### src/rtl/cfg_pkg.sv
// Shared types and helpers for the daisy-chained configuration shadow block.
package cfg_pkg;

  typedef enum logic [1:0] {
    ST_IDLE  = 2'd0,
    ST_HDR   = 2'd1,
    ST_WDATA = 2'd2,
    ST_RESP  = 2'd3
  } state_e;

  typedef enum logic {
    OP_WRITE = 1'b0,
    OP_READ  = 1'b1
  } op_e;

  // Number of BUS_W-wide beats needed to carry a given number of bits.
  function automatic int ceil_div(input int num, input int den);
    return (num + den - 1) / den;
  endfunction

endpackage

### src/rtl/cfg_serializer.sv
// Parallel-load shift-out engine that emits a readback frame BUS_W bits per beat.
module cfg_serializer #(
  parameter int BUS_W = 1,
  parameter int BEATS = 2
) (
  input  logic                   clk,
  input  logic                   crst,
  input  logic                   load,
  input  logic [BEATS*BUS_W-1:0] load_data,
  input  logic                   shift,
  output logic [BUS_W-1:0]       beat_data,
  output logic                   first,
  output logic                   last
);

  localparam int FW = BEATS * BUS_W;
  localparam int CW = $clog2(BEATS + 1);

  logic [FW-1:0] sr;
  logic [CW-1:0] remain;

  // remain counts down to the terminal beat of the frame
  always_ff @(posedge clk) begin
    if (crst) begin
      sr     <= '0;
      remain <= '0;
    end else if (load) begin
      sr     <= load_data;
      remain <= CW'(BEATS - 1);
    end else if (shift) begin
      sr <= sr >> BUS_W;
      if (remain != '0) remain <= remain - 1'b1;
    end
  end

  assign beat_data = sr[BUS_W-1:0];
  assign first     = (remain == CW'(BEATS - 1));
  assign last      = (remain == '0);

endmodule

### src/rtl/cfg_shadow_block.sv
// Chained config node: forwards beats downstream, shadows writes to this ID, answers reads.
//   state    | meaning
//   ST_IDLE  | waiting for a start beat, forwarding everything
//   ST_HDR   | collecting the remaining header beats
//   ST_WDATA | shifting payload into the shadow register
//   ST_RESP  | driving the readback frame, input beats dropped
module cfg_shadow_block
  import cfg_pkg::*;
#(
  parameter int CFG_SIZE = 152,
  parameter int BUS_W    = 1,
  parameter int ID_WIDTH = 3,
  parameter int ID       = 0
) (
  input  logic                clk,
  input  logic                crst,
  input  logic                cfg_in_start,
  input  logic [BUS_W-1:0]    cfg_in_data,
  input  logic                cfg_in_valid,
  output logic                cfg_out_start,
  output logic [BUS_W-1:0]    cfg_out_data,
  output logic                cfg_out_valid,
  output logic [CFG_SIZE-1:0] cfg,
  output logic                cfg_sr_pulse,
  output logic                cfg_busy,
  output logic                cfg_err
);

  localparam int HDR_BITS  = ID_WIDTH + 1;
  localparam int HDR_BEATS = ceil_div(HDR_BITS, BUS_W);
  localparam int NBEATS    = ceil_div(CFG_SIZE, BUS_W);
  localparam int HW        = HDR_BEATS * BUS_W;
  localparam int NW        = NBEATS * BUS_W;
  localparam int FW        = HW + NW;
  localparam int CNT_MAX   = (NBEATS > HDR_BEATS) ? NBEATS : HDR_BEATS;
  localparam int CNT_W     = $clog2(CNT_MAX + 1);
  localparam int HDR_LAST  = (HDR_BEATS > 1) ? HDR_BEATS - 2 : 0;

  state_e            state, nxt, hdr_target;
  op_e               hdr_op;
  logic [CNT_W-1:0]  cnt;
  logic [HW-1:0]     hdr_sr, hdr_base, hdr_next;
  logic [NW-1:0]     shadow, shadow_next;
  logic [FW-1:0]     resp_frame;
  logic              start_beat, in_frame, abort, hdr_done, id_match, commit;
  logic              ser_load, ser_shift, ser_first, ser_last;
  logic [BUS_W-1:0]  ser_data;

  assign start_beat  = cfg_in_valid && cfg_in_start && (state != ST_RESP);
  assign in_frame    = (state == ST_HDR) || (state == ST_WDATA);
  assign abort       = start_beat && in_frame;
  assign hdr_base    = start_beat ? '0 : hdr_sr;
  assign hdr_next    = HW'({cfg_in_data, hdr_base} >> BUS_W);
  assign shadow_next = NW'({cfg_in_data, shadow} >> BUS_W);
  assign hdr_op      = op_e'(hdr_next[0]);
  assign id_match    = (hdr_next[ID_WIDTH:1] == ID_WIDTH'(ID));
  assign hdr_target  = !id_match ? ST_IDLE : (hdr_op == OP_WRITE) ? ST_WDATA : ST_RESP;

  // A single-beat header is complete on the start beat itself, so the decision is taken there
  assign hdr_done = (start_beat && (HDR_BEATS == 1)) ||
                    ((state == ST_HDR) && cfg_in_valid && !cfg_in_start &&
                     (cnt == CNT_W'(HDR_LAST)));
  assign commit   = (state == ST_WDATA) && cfg_in_valid && !cfg_in_start &&
                    (cnt == CNT_W'(NBEATS - 1));

  always_ff @(posedge clk) begin
    if (crst) state <= ST_IDLE;
    else      state <= nxt;
  end

  always_comb begin
    nxt = state;
    if (state == ST_RESP) begin
      if (ser_last) nxt = ST_IDLE;
    end else if (hdr_done) begin
      nxt = hdr_target;
    end else if (start_beat) begin
      nxt = ST_HDR;
    end else if (commit) begin
      nxt = ST_IDLE;
    end
  end

  always_comb begin
    cfg_busy  = (state != ST_IDLE);
    ser_load  = (nxt == ST_RESP) && (state != ST_RESP);
    ser_shift = (state == ST_RESP);
  end

  always_ff @(posedge clk) begin
    if (crst)                               cnt <= '0;
    else if ((nxt != state) || start_beat)  cnt <= '0;
    else if (cfg_in_valid && in_frame)      cnt <= cnt + 1'b1;
  end

  always_ff @(posedge clk) begin
    if (crst)                                             hdr_sr <= '0;
    else if (start_beat || ((state == ST_HDR) && cfg_in_valid)) hdr_sr <= hdr_next;
  end

  always_ff @(posedge clk) begin
    if (crst || abort)                              shadow <= '0;
    else if ((state == ST_WDATA) && cfg_in_valid)   shadow <= shadow_next;
  end

  always_ff @(posedge clk) begin
    if (crst) begin
      cfg          <= '0;
      cfg_sr_pulse <= 1'b0;
      cfg_err      <= 1'b0;
    end else begin
      cfg_sr_pulse <= commit;
      if (commit) cfg <= shadow_next[CFG_SIZE-1:0];
      if (abort || ((state == ST_RESP) && cfg_in_valid)) cfg_err <= 1'b1;
    end
  end

  always_comb begin
    resp_frame                    = '0;
    resp_frame[HDR_BITS-1:0]      = {ID_WIDTH'(ID), 1'(OP_READ)};
    resp_frame[HW +: CFG_SIZE]    = cfg;
  end

  cfg_serializer #(
    .BUS_W (BUS_W),
    .BEATS (HDR_BEATS + NBEATS)
  ) u_ser (
    .clk       (clk),
    .crst      (crst),
    .load      (ser_load),
    .load_data (resp_frame),
    .shift     (ser_shift),
    .beat_data (ser_data),
    .first     (ser_first),
    .last      (ser_last)
  );

  always_ff @(posedge clk) begin
    if (crst) begin
      cfg_out_start <= 1'b0;
      cfg_out_data  <= '0;
      cfg_out_valid <= 1'b0;
    end else if (state == ST_RESP) begin
      cfg_out_start <= ser_first;
      cfg_out_data  <= ser_data;
      cfg_out_valid <= 1'b1;
    end else begin
      cfg_out_start <= cfg_in_valid && cfg_in_start;
      cfg_out_data  <= cfg_in_valid ? cfg_in_data : '0;
      cfg_out_valid <= cfg_in_valid;
    end
  end

endmodule

### config.mk
export PLATFORM = sky130hd
export DESIGN_NAME = cfg_shadow_block
export DESIGN_NICKNAME = d
export VERILOG_FILES = /design/src/rtl/cfg_pkg.sv /design/src/rtl/cfg_serializer.sv /design/src/rtl/cfg_shadow_block.sv
export SDC_FILE = /design/constraint.sdc
export NUM_CORES = 1
export LEC_CHECK = 0
export ABC_CLOCK_PERIOD_IN_PS = 3940
export BUFFER_PORTS_ARGS = -buffer_cell sky130_fd_sc_hd__buf_2
export CAP_MARGIN = 20
export CORE_ASPECT_RATIO = 1.2
export CORE_MARGIN = 2
export CORE_UTILIZATION = 45
export CTS_CLUSTER_DIAMETER = 100
export DETAILED_ROUTE_END_ITERATION = 8
export SLEW_MARGIN = 20
export SYNTH_ARGS = -nofsm -noshare
export SYNTH_HDL_FRONTEND = slang
export SYNTH_SLANG_ARGS = --single-unit
### constraint.sdc
create_clock -name clk -period 3.94 [get_ports clk]
set_clock_uncertainty 0.15 [all_clocks]
set_input_delay 0.591 -clock clk [delete_from_list [all_inputs] [get_ports clk]]
set_output_delay 0.591 -clock clk [all_outputs]
set_load 0.005 [all_outputs]
; Word level (Yosys, flattened, before mapping)
; Cells that the tools add are included.
[word_totals]
reg_bits = 487
output_inout_bits = 158
elab_cells = 70
[op_classes]
n_addsub = 2
eq_ne = 9
n_mux = 17
reduce_logical = 28
[op_table]
columns = operator, count
row1 = two-way mux 156 bit, 2
row2 = two-way mux 8 bit, 3
row3 = equality test 8 bit (second input constant), 2
row4 = logical AND 1 bit, 12
row5 = two-way mux 2 bit, 6
row6 = adder 8 x 1 -> 8 bit (second input constant), 1
row7 = equality test 8 x 2 -> 1 bit (second input constant), 1
row8 = zero test 8 bit, 1
row9 = nonzero test 8 bit, 1
row10 = subtractor 8 x 1 -> 8 bit (second input constant), 1
row11 = equality test 2 bit (second input constant), 3
row12 = nonzero test 2 bit, 3
row13 = logical OR 1 bit, 5
row14 = two-way mux 1 bit, 5
row15 = two-way mux 4 bit, 1
row16 = AND reduction 2 bit, 2
row17 = OR reduction 2 bit, 2
row18 = zero test 3 bit, 1
row19 = equality test 2 x 1 -> 1 bit (second input constant), 1
row20 = != test 2 bit, 1
row21 = != test 2 bit (second input constant), 1
row22 = zero test 1 bit, 1

; Longest topological paths before layout
[depth]
word_depth = 12
mapped_depth = 10
mapped_depth_nobuf = 7

; Hierarchy
; A second synthesis with hierarchy kept.
[hier_totals]
cells_unflattened = 2179
area_unflattened_um2 = 19095.8
[modules_own_cells]
columns = module, instances, cells_each, area_per_inst_um2, seq_area_each_um2
row1 = cfg_shadow_block, 1, 1435, 11292.1, 6426.2
row2 = cfg_serializer, 1, 744, 7803.7, 3283.1

; Worst setup path after synthesis
; No wires, ideal clock.
[synth_path]
path_type = input to register
from = input port cfg_in_start
to = register u_ser.sr[0]
setup_time_ps = 86
t_arrival_ps = 2522
required_time_ps = 3704
slack_ps = 1181
path_stages = 7
path_buffers = 2
cell_sequence = or4_1 buf_2 or4_4 o32ai_4 o211ai_2 buf_2 a221oi_2
[synth_via]
elab_chain_len = 10
word_cells_on_any_way = 19
classes_between = 1 x eq/ne / 8 x mux / 10 x reduce/logical
[synth_lines]
columns = item, line
row1 = "start, declared", cfg_shadow_block.sv:17  ; input logic cfg_in_start,
row2 = logical AND 1 bit or zero test 1 bit (tied branches), "cfg_shadow_block.sv:49, cfg_shadow_block.sv:61, cfg_shadow_block.sv:63"
row3 = "logical AND 1 bit, on equally long branches", "cfg_shadow_block.sv:49, cfg_shadow_block.sv:63"
row4 = two-way mux 4 bit or logical AND 1 bit (tied branches), "cfg_shadow_block.sv:52, cfg_shadow_block.sv:63"
row5 = zero test 3 bit (tied with other cells), cfg_shadow_block.sv:56  ; assign id_match = (hdr_next[ID_WIDTH:1] == ID_WIDTH'(ID));
row6 = "two-way mux 2 bit, on equally long branches", "cfg_shadow_block.sv:57, cfg_shadow_block.sv:77"
row7 = two-way mux 2 bit *, cfg_shadow_block.sv:75  ; end else if (hdr_done) begin
row8 = two-way mux 2 bit *, cfg_shadow_block.sv:73  ; if (state == ST_RESP) begin
row9 = equality test 2 bit *, cfg_shadow_block.sv:86  ; ser_load = (nxt == ST_RESP) && (state != ST_RESP);
row10 = logical AND 1 bit *, cfg_shadow_block.sv:86
row11 = two-way mux 156 bit or nonzero test 2 bit (tied branches), -
row12 = "end signal, assigned", cfg_serializer.sv:28  ; sr <= load_data;
row13 = "end signal, assigned", cfg_serializer.sv:31  ; sr <= sr >> BUS_W;
row14 = "end, declared", cfg_serializer.sv:19  ; logic [FW-1:0] sr;
; Mark *: on every way between the ends. The rest lies on a longest branch, timed or not.
; A chain may end at the register's enable or synchronous reset.

; Worst setup path in the final report
[layout_path]
from = register cnt[1]
to = register u_ser.sr[142]
[layout_via]
elab_chain_len = 9
word_cells_on_any_way = 12
classes_between = 3 x eq/ne / 5 x mux / 4 x reduce/logical
[layout_lines]
columns = item, line
row1 = "start, declared", cfg_shadow_block.sv:41  ; logic [CNT_W-1:0] cnt;
row2 = "start signal, assigned", cfg_shadow_block.sv:93  ; else if (cfg_in_valid && in_frame) cnt <= cnt + 1'b1;
row3 = equality test 8 bit, cfg_shadow_block.sv:64  ; (cnt == CNT_W'(NBEATS - 1));
row4 = logical AND 1 bit, cfg_shadow_block.sv:63  ; assign commit = (state == ST_WDATA) && cfg_in_valid && !cfg_in_start &&
row5 = two-way mux 2 bit, cfg_shadow_block.sv:79  ; end else if (commit) begin
row6 = two-way mux 2 bit, cfg_shadow_block.sv:77  ; end else if (start_beat) begin
row7 = two-way mux 2 bit *, cfg_shadow_block.sv:75
row8 = two-way mux 2 bit *, cfg_shadow_block.sv:73
row9 = equality test 2 bit *, cfg_shadow_block.sv:86
row10 = logical AND 1 bit *, cfg_shadow_block.sv:86
row11 = two-way mux 156 bit or nonzero test 2 bit (tied branches), -
; Marked as above.

==> impl_metrics.json <==
{
  "status": "complete, no violations",
  "async_flop_share_pct": 0,
  "power-per-cell-area_nw_per_um2": 437,
  "synth_flop_cell": "dfxtp_1",
  "switchingPower_mw": 2.30,
  "cts_resized": 0,
  "synth_fp_nets": 2603,
  "p_int_mw": 8.09,
  "grt_pass1_wl_um": 98600,
  "syn_area_per_cell_um2": 8.14,
  "required_ps": 4300,
  "syn-cell-area_um2": 21100,
  "htree_num_levels": 2,
  "sw_frac_of_total_pct": 22.1,
  "grt.total_usage_pct": 24.5,
  "fin_area_um2": 23800,
  "cts_tree": "done",
  "syn_inst": 2589,
  "fin_ws_ps": 554,
  "hold_viol_final": 0,
  "start_util_pct": 45.8,
  "final_common_cell": "nand2_1",
  "seq_power_share_pct": 47.3,
  "place_congestion": 0.803,
  "clockRootBuffer": "clkbuf_16",
  "dp_slack_ps": 584,
  "first_global_vias": 18300,
  "ys_ff_latch": 485,
  "yosysSeqAreaShare_pct": 46.1,
  "dp_hpwl_um": 33200,
  "reg2reg_slack_ps": 550,
  "synth.distinct_cells": 53,
  "routedWlPerCell_um": 19.2,
  "path_max_fanout": 52,
  "num_vias": 19600,
  "row_count": 86,
  "cts_buffers": 50,
  "tns_ps": 0,
  "combPwrFrac_pct": 3.2,
  "die_x_um": 202,
  "fillCellCount": 4432,
  "timing.slew.headroom_pct": 15.9,
  "slew_violations": 0,
  "diodes": 0,
  "grt_max_degree": 207,
  "final_cell_mix": "nand2_1, dfxtp_1, a21oi_1",
  "dpl_cell_area_um2": 22000,
  "worst_pin_slew_ps": 1260,
  "max_freq_mhz": 295,
  "clkTransAtPathRegs_ps": 60,
  "fin_nets": 2564,
  "critPathCaptureType": "flip-flop",
  "drtAntennaViolNets": 0,
  "grt_setup_unrepaired": "no",
  "dieArea_um2": 48600,
  "route.detailed.drc": 0,
  "drt_iter0_drc": 1605,
  "total_power_mw": 10.4,
  "hold_path_class": "input port to flip-flop",
  "postCtsSetupBuffers": 0,
  "first_pass_iters": 5,
  "cts_buffer_depth": 3,
  "maxCapViolations": 0,
  "overflow": 0,
  "vdd_ir_drop_max_v": 0.000308,
  "ys_warn_count": 0,
  "io_buffer_count": 162,
  "arrival_ps": 3750,
  "syn2layout_area_growth_pct": 12.9,
  "fin_crit_ps": 3390,
  "rr_worst_depth": 7,
  "worst_setup_path_start_kind": "flip-flop",
  "drt_wl_total_um": 61700,
  "cts_sinks": 485,
  "vias_per_cell": 6.12,
  "layout-drive-gt1-share_pct": 11.8,
  "worstSetupPathType": "flip-flop to flip-flop",
  "pin_count": 163,
  "power_frac_clock_pct": 49.6,
  "antenna_found_initial": 0,
  "clk_latency_ps": 590,
  "die_h_um": 241,
  "worstHoldPathCells": 3,
  "synth_top_area_share_pct": 46.1,
  "finish.utilization_pct": 51.6,
  "setup_violations": 0,
  "leakagePower_nw": 7.92,
  "synth_area_leaders": "dfxtp_1, nand2_1, a21oi_1",
  "fp.coreArea_um2": 46100,
  "hold_buffers": 0,
  "synth_top_area_cell": "dfxtp_1",
  "synth-edff-count": 0,
  "finalCritPeriodShare_pct": 85.9
}
==> critical path, cell delays in order, from the launching register on <==
cell	delay, ps
dfxtp_1	420
ha_1	170
or4b_2	680
nor3_1	520
a22o_4	610
buf_12	340
a21oi_1	110
a31oi_1	230
==> cell usage after synthesis, drive strengths merged (2+ instances only) <==
cell type,number
o2bb2ai,3
dfxtp,485
mux2i,4
or4b,2
buf,41
nor3,12
o21a,2
clkbuf,249
o21bai,151
o211ai,152
a21oi,461
inv,8
nand4,5
nand2,624
and3b,3
and2,3
nor2,14
a22oi,2
xor2,7
nor4,11
nand3,6
ha,9
o311ai,151
nor3b,2
o31ai,2
or4,3
a31oi,152
xnor2,6
o21ai,4
==> logic make-up (layout without fill, tap and decap cells) <==
logic type	Yosys count	count (layout)	share of synthesized area [%]
DFF	485	485	46.1
AOI/OAI and AO/OA	1088	1088	33.5
adders and majority gates	9	9	0.534
muxes	4	4	0.190
and+or+nand+nor	692	692	13.0
xor gates and xnor gates	13	13	0.540
buffers and inverters	298	301	6.16
==> worst paths after layout <==
path | start | end
worst max-delay path | cnt[1] | u_ser.sr[142]
worst min-delay path | cfg_in_data | shadow[151]
worst max register to register | cnt[1] | u_ser.sr[142]
worst min register to register | u_ser.sr[3] | u_ser.sr[2]
==> power groups by stage <==
stage                     sequential, mW  combinational [mW]  clock (mW)
after floorplan                     5.02               0.230           0
after global placement              5.02               0.322           0
after detailed placement            5.02               0.325           0
after CTS                           4.91               0.325        5.26
after global routing                4.91               0.355        5.45
final                               4.91               0.328        5.15
==> sequential cells by signal, indices dropped and copies added, names as in the netlist, 2 cells and up <==
signal        flops
u_ser.sr        156
cfg             152
shadow          151
cnt               8
u_ser.remain      8
hdr_sr            3
state             2
==> stage by stage <==
stage | cells | hold slack (ps)
2_1_floorplan | 2589 | 275
3_3_place_gp | 3114 | 289
3_5_place_dp | 3114 | 292
4_1_cts | 3208 | 184
5_1_grt | 3208 | 238
6_report | 3208 | 221
==> metal layers <==
layer  global-route usage [%]  vias to the layer above  wire length [um]
li1                         -                     9350                 -
met1                     31.7                     9590             27200
met2                     41.6                      588             29700
met3                     3.36                       92              3220
met4                     9.45                        0              1600
met5                        0                        -                 0
==> layout make-up <==
| cell class | instances | area, um^2 | share of cell area (%) |
|---|---|---|---|
| Tap cell | 616 | 771 | 3.24 |
| Sequential cell | 485 | 9710 | 40.8 |
| Timing Repair Buffer | 199 | 1300 | 5.46 |
| Multi-Input combinational cell | 1806 | 10200 | 42.7 |
| Inverter | 8 | 35.0 | 0.147 |
| Clock inverter | 19 | 233 | 0.979 |
| Clock buffer | 75 | 1580 | 6.64 |
(Power assumes the default switching activity.)
